File: src/rtl/matcher_scheduler_if.sv
// Request/response and matcher-side signals of the matcher scheduler.
// The scheduler connects through the slave modport; its environment uses master.
interface matcher_scheduler_if #(
  parameter int NUM_REQ     = 4,
  parameter int WORD_LENGTH = 3,
  parameter int DATA_WIDTH  = 8
);
  localparam int WORD_W = WORD_LENGTH * DATA_WIDTH;
  localparam int ID_W   = (NUM_REQ > 1) ? $clog2(NUM_REQ) : 1;

  logic [NUM_REQ-1:0]        req_valid;
  logic [NUM_REQ*WORD_W-1:0] req_word;
  logic [NUM_REQ-1:0]        req_ready;
  logic [NUM_REQ-1:0]        resp_valid;
  logic                      resp_found;
  logic                      resp_timeout;
  logic                      m_cs;
  logic [WORD_W-1:0]         m_word;
  logic                      m_done;
  logic                      m_found;
  logic                      busy;
  logic [ID_W-1:0]           grant_id;

  modport slave (
    input  req_valid, req_word, m_done, m_found,
    output req_ready, resp_valid, resp_found, resp_timeout,
           m_cs, m_word, busy, grant_id
  );

  modport master (
    output req_valid, req_word, m_done, m_found,
    input  req_ready, resp_valid, resp_found, resp_timeout,
           m_cs, m_word, busy, grant_id
  );
endinterface

File: src/rtl/matcher_scheduler.sv
// Round-robin scheduler that shares one word matcher between NUM_REQ requesters,
// bounding each search with a timeout and returning a one-cycle response strobe.
module matcher_scheduler #(
  parameter int NUM_REQ        = 4,
  parameter int WORD_LENGTH    = 3,
  parameter int DATA_WIDTH     = 8,
  parameter int TIMEOUT_CYCLES = 64
) (
  input  logic                clk,
  input  logic                rst,
  matcher_scheduler_if.slave  bus
);

  localparam int WORD_W = WORD_LENGTH * DATA_WIDTH;
  localparam int ID_W   = (NUM_REQ > 1) ? $clog2(NUM_REQ) : 1;
  localparam int CNT_W  = $clog2(TIMEOUT_CYCLES);

  typedef enum logic [1:0] {IDLE, SEARCH, RESPOND} state_t;

  state_t            state, next_state;
  logic [ID_W-1:0]   last_grant, grant_q, winner, cand;
  logic              win_valid, accept, timed_out;
  logic [CNT_W-1:0]  count;
  logic [WORD_W-1:0] word_q, sel_word;
  logic              found_q, timeout_q;

  // Search starts one past the last winner so every requester gets a turn.
  always_comb begin
    winner    = last_grant;
    win_valid = 1'b0;
    cand      = '0;
    for (int i = 1; i <= NUM_REQ; i++) begin
      cand = ID_W'((int'(last_grant) + i) % NUM_REQ);
      if (!win_valid && bus.req_valid[cand]) begin
        win_valid = 1'b1;
        winner    = cand;
      end
    end
  end

  always_comb begin
    sel_word = '0;
    for (int i = 0; i < NUM_REQ; i++) begin
      if (winner == ID_W'(i)) sel_word = bus.req_word[i*WORD_W +: WORD_W];
    end
  end

  assign accept    = (state == IDLE) && win_valid;
  assign timed_out = (count == CNT_W'(TIMEOUT_CYCLES - 1));

  always_ff @(posedge clk) begin
    if (rst) state <= IDLE;
    else     state <= next_state;
  end

  always_comb begin
    next_state = state;
    case (state)
      IDLE:    if (win_valid) next_state = SEARCH;
      SEARCH:  if (bus.m_done || timed_out) next_state = RESPOND;
      RESPOND: next_state = IDLE;
      default: next_state = IDLE;
    endcase
  end

  always_comb begin
    bus.req_ready  = '0;
    bus.resp_valid = '0;
    bus.m_cs       = 1'b0;
    bus.busy       = 1'b1;
    case (state)
      IDLE: begin
        bus.busy = 1'b0;
        if (win_valid) bus.req_ready = NUM_REQ'(1) << winner;
      end
      SEARCH:  bus.m_cs = 1'b1;
      RESPOND: bus.resp_valid = NUM_REQ'(1) << grant_q;
      default: ;
    endcase
  end

  // A matcher completion takes precedence over a timeout landing on the same cycle.
  always_ff @(posedge clk) begin
    if (rst) begin
      last_grant <= ID_W'(NUM_REQ - 1);
      grant_q    <= '0;
      word_q     <= '0;
      count      <= '0;
      found_q    <= 1'b0;
      timeout_q  <= 1'b0;
    end else begin
      if (accept) begin
        word_q     <= sel_word;
        last_grant <= winner;
        grant_q    <= winner;
        count      <= '0;
      end
      if (state == SEARCH) begin
        count <= count + 1'b1;
        if (bus.m_done) begin
          found_q   <= bus.m_found;
          timeout_q <= 1'b0;
        end else if (timed_out) begin
          found_q   <= 1'b0;
          timeout_q <= 1'b1;
        end
      end
    end
  end

  assign bus.m_word       = word_q;
  assign bus.grant_id     = grant_q;
  assign bus.resp_found   = found_q;
  assign bus.resp_timeout = timeout_q;

endmodule

File: src/flat_wrapper.sv
// flat-port wrapper written by rule: the top's interface ports become plain ports
module matcher_scheduler_flat 
#(
  parameter int NUM_REQ        = 4,
  parameter int WORD_LENGTH    = 3,
  parameter int DATA_WIDTH     = 8,
  parameter int TIMEOUT_CYCLES = 64
)
  (clk, rst, bus_req_valid, bus_req_word, bus_m_done, bus_m_found, bus_req_ready, bus_resp_valid, bus_resp_found, bus_resp_timeout, bus_m_cs, bus_m_word, bus_busy, bus_grant_id);
  matcher_scheduler_if #(.NUM_REQ(NUM_REQ), .WORD_LENGTH(WORD_LENGTH), .DATA_WIDTH(DATA_WIDTH)) bus_i ();
  input  logic clk;
  input  logic rst;
  input wire logic [$bits(bus_i.req_valid)-1:0] bus_req_valid;
  input wire logic [$bits(bus_i.req_word)-1:0] bus_req_word;
  input wire logic [$bits(bus_i.m_done)-1:0] bus_m_done;
  input wire logic [$bits(bus_i.m_found)-1:0] bus_m_found;
  output wire logic [$bits(bus_i.req_ready)-1:0] bus_req_ready;
  output wire logic [$bits(bus_i.resp_valid)-1:0] bus_resp_valid;
  output wire logic [$bits(bus_i.resp_found)-1:0] bus_resp_found;
  output wire logic [$bits(bus_i.resp_timeout)-1:0] bus_resp_timeout;
  output wire logic [$bits(bus_i.m_cs)-1:0] bus_m_cs;
  output wire logic [$bits(bus_i.m_word)-1:0] bus_m_word;
  output wire logic [$bits(bus_i.busy)-1:0] bus_busy;
  output wire logic [$bits(bus_i.grant_id)-1:0] bus_grant_id;
  assign bus_i.req_valid = bus_req_valid;
  assign bus_i.req_word = bus_req_word;
  assign bus_i.m_done = bus_m_done;
  assign bus_i.m_found = bus_m_found;
  assign bus_req_ready = bus_i.req_ready;
  assign bus_resp_valid = bus_i.resp_valid;
  assign bus_resp_found = bus_i.resp_found;
  assign bus_resp_timeout = bus_i.resp_timeout;
  assign bus_m_cs = bus_i.m_cs;
  assign bus_m_word = bus_i.m_word;
  assign bus_busy = bus_i.busy;
  assign bus_grant_id = bus_i.grant_id;
  matcher_scheduler #(.NUM_REQ(NUM_REQ), .WORD_LENGTH(WORD_LENGTH), .DATA_WIDTH(DATA_WIDTH), .TIMEOUT_CYCLES(TIMEOUT_CYCLES)) u_core (.clk(clk), .rst(rst), .bus(bus_i));
endmodule
File: config.mk
export PLATFORM = sky130hd
export DESIGN_NAME = matcher_scheduler_flat
export DESIGN_NICKNAME = d
export VERILOG_FILES = /design/src/rtl/matcher_scheduler_if.sv /design/src/rtl/matcher_scheduler.sv /design/src/flat_wrapper.sv
export SDC_FILE = /design/constraint.sdc
export NUM_CORES = 1
export LEC_CHECK = 0
export ABC_CLOCK_PERIOD_IN_PS = 2600
export CORE_MARGIN = 3
export CORE_UTILIZATION = 30
export DETAILED_ROUTE_END_ITERATION = 12
export DONT_BUFFER_PORTS = 1
export PLACE_DENSITY = 0.41
export SYNTH_ARGS = -nofsm -noshare
export SYNTH_HDL_FRONTEND = slang
export SYNTH_SLANG_ARGS = --single-unit
File: constraint.sdc
create_clock -name clk -period 2.6 [get_ports clk]
set_input_delay 0.26 -clock clk [delete_from_list [all_inputs] [get_ports clk]]
set_output_delay 0.26 -clock clk [all_outputs]
set_load 0.005 [all_outputs]
==> impl_metrics.ini <==
[sta]
layout_min_cycle_time_ns = 2.220
slew_viol_final = 0
final_hold_viol_count = 0
setup_tns_ns = 0
setup_violations = 0
min_period_over_period = 0.8539
relSlewSlack = 0.4542
rsz0062_at_grt = no
worst_pin_slew_ns = 0.8163
timing.fmax_mhz = 450.4
fin_skew_ns = 0.004468

[setup_path]
rr_endpoint = u_core.bus.m_word[5]$_SDFFE_PP0P_
endpoint_kind = primary output
crit_required_ns = 2.34
crit_type = reg2out
reg2reg_depth = 6
cp-start-kind = flop
worst-path-max-fanout = 17
reg2reg_slack_ns = 0.57
rr_startpoint = u_core.last_grant[0]$_SDFFE_PP1P_
arrival_ns = 1.96

[worst_hold_path]
min_path_type = in2reg
min_from = rst
hold_end = u_core.bus.grant_id[1]$_SDFFE_PP0P_
min_path_cells = 1

[routing]
drt_pre_antenna_iters = 6
num_vias = 2277
drc = 0
routed_wl_um = 8171
wire_per_inst_um = 21.28
routed_via_density = 5.930
ant_nets = 0
first_iter_violations = 94

[die]
die_y_um = 92.69
start_util = 0.3212
coreArea_um2 = 7019
ios = 142
die-area_um2 = 8591
fp.dieW_um = 92.69
fp-row-count = 30

[clock_tree]
clkSinkCount = 38
root_buffer = clkbuf_8
cts_resized = 0
cts_tree = yes
cts_hold_buf = 0
cts_made_buffers = 5
postCtsSetupRepairBufs = 0
clk_pin_slew_worst_paths_ns = 0.07
max-clock-path-buffers = 2
clock_latency_ns = 0.29
h-tree-depth = 2

[synthesis]
synth.cell_area_um2 = 2255
synth.distinct_cells = 41
ys_warn_count = 0
synth_edf_count = 0
ys_seq_area_frac = 0.3374
ys_ff_latch = 38
syn-num-nets = 403
synth.avg_cell_area_um2 = 7.566
synth-async-reset-ratio = 0
synth_cells = 298
synthFlopType = dfxtp_1

[power_and_ir_drop]
pwr-share-comb = 0.296
irDropWorstVdd_mv = 0.2312
power.share.switching = 0.3558
power.leakage_nw = 0.8873
cellPowerDensity_nw_per_um2 = 669.9
p_seq_frac = 0.451
p_int_mw = 1.047
switching_power_uw = 578.6
power.total_mw = 1.626
pwr-share-clk = 0.253

[status]
outcome = finished, final reports clean

[global_routing]
grt_usage = 0.1850
grt_overflow = 0
grt_first_pass_wirelength_um = 12560
grt_pass1_vias = 2271
antenna_found_initial = 0
grt_max_degree = 32

[placement]
io_buffers = 0
dp_hpwl_um = 5825
gp_congestion = 0.8027

[finish]
syn2layout_area_growth_pct = 7.658
num_antenna_cells = 0
nets = 394
final_util = 0.3458
layout_commonest_cell = dfxtp_1
layout_common_cells = 38 x dfxtp_1, 33 x nand2_1, 25 x nor2_1, 23 x o21ai_0, 20 x a21oi_1
drive_gt1_frac = 0.07639

[run]
maxCapViolations = 0
-- worst max-delay path, stage by stage (launching register included) --
cell and delay, ns:
dfxtp_1 0.37, nor2b_2 0.25, a21oi_1 0.08, o211ai_2 0.66
and3_1 0.31
-- how the worst max path moves through the flow --
stage | startpoint | to | depth (start not counted)
2_1_floorplan | u_core.last_grant[0]$_SDFFE_PP1P_ | bus_req_ready[2] | 7
3_3_place_gp | u_core.last_grant[0]$_SDFFE_PP1P_ | u_core.bus.m_word[5]$_SDFFE_PP0P_ | 6
3_5_place_dp | u_core.last_grant[0]$_SDFFE_PP1P_ | u_core.bus.m_word[5]$_SDFFE_PP0P_ | 6
4_1_cts | u_core.last_grant[0]$_SDFFE_PP1P_ | bus_req_ready[3] | 4
5_1_grt | u_core.last_grant[0]$_SDFFE_PP1P_ | bus_req_ready[3] | 4
6_report | u_core.last_grant[0]$_SDFFE_PP1P_ | bus_req_ready[3] | 4
-- routing by layer --
| metal | share of wire | track usage |
|---|---|---|
| met1 | 0.44 | 0.2329 |
| met2 | 0.47 | 0.3063 |
| met3 | 0.085 | 0.05768 |
| met4 | 0.011 | 0.04884 |
| met5 | 0 | 0 |
-- logic make-up after synthesis --
kind of cell    count (synthesis)  synth area share
buf+inv                        26           0.04884
compound gates                129            0.3840
simple gates                  104            0.2242
fa+ha+maj                       1          0.005549
flops                          38            0.3374
-- layout make-up --
type                    count  area [um2]
clock buffers               6       82.58
multi-input cells         234        1396
flip-flops and latches     38       760.7
well taps                  96       120.1
inverters                   2       7.507
repair buffers              8       60.06
fillers                   786        4592
-- state kept, by name, summed over array words and instances (netlist names) --
name,flops
u_core.bus.m_word,24
u_core.last_grant,2
u_core.bus.resp_timeout,1
u_core.state,2
u_core.bus.resp_found,1
u_core.bus.grant_id,2
u_core.count,6
-- Yosys cell counts, drive strengths merged, types with 10 or more instances --
master	instances	share of area
a211oi	10	0.033
a21o	16	0.053
a21oi	21	0.047
a31oi	12	0.033
and3	10	0.028
buf	11	0.024
clkbuf	13	0.022
dfxtp	38	0.34
nand2	33	0.055
nand3	18	0.040
nor2	25	0.042
o21ai	29	0.064
o21bai	13	0.043
-- per-stage QoR --
step	instance area, um2	instances	hold slack (ns)	worst slack, ns
finish	2427	384	0.03825	0.3798
global route	2427	384	0.02550	0.2450
CTS	2427	384	0.02309	0.3611
detailed placement	2345	378	0.3364	0.5851
global placement	2345	378	0.3387	0.6269
floorplan	2255	298	0.3568	0.9404
-- power by group through the flow --
| stage | sequential, mW | combinational [mW] | clock [mW] |
|---|---|---|---|
| global placement | 0.749 | 0.479 | 0 |
| detailed placement | 0.749 | 0.481 | 0 |
| global route | 0.745 | 0.542 | 0.456 |
| finish | 0.734 | 0.481 | 0.411 |
| floorplan | 0.721 | 0.378 | 0 |
| CTS | 0.736 | 0.483 | 0.436 |
(Power assumes the default switching activity.)
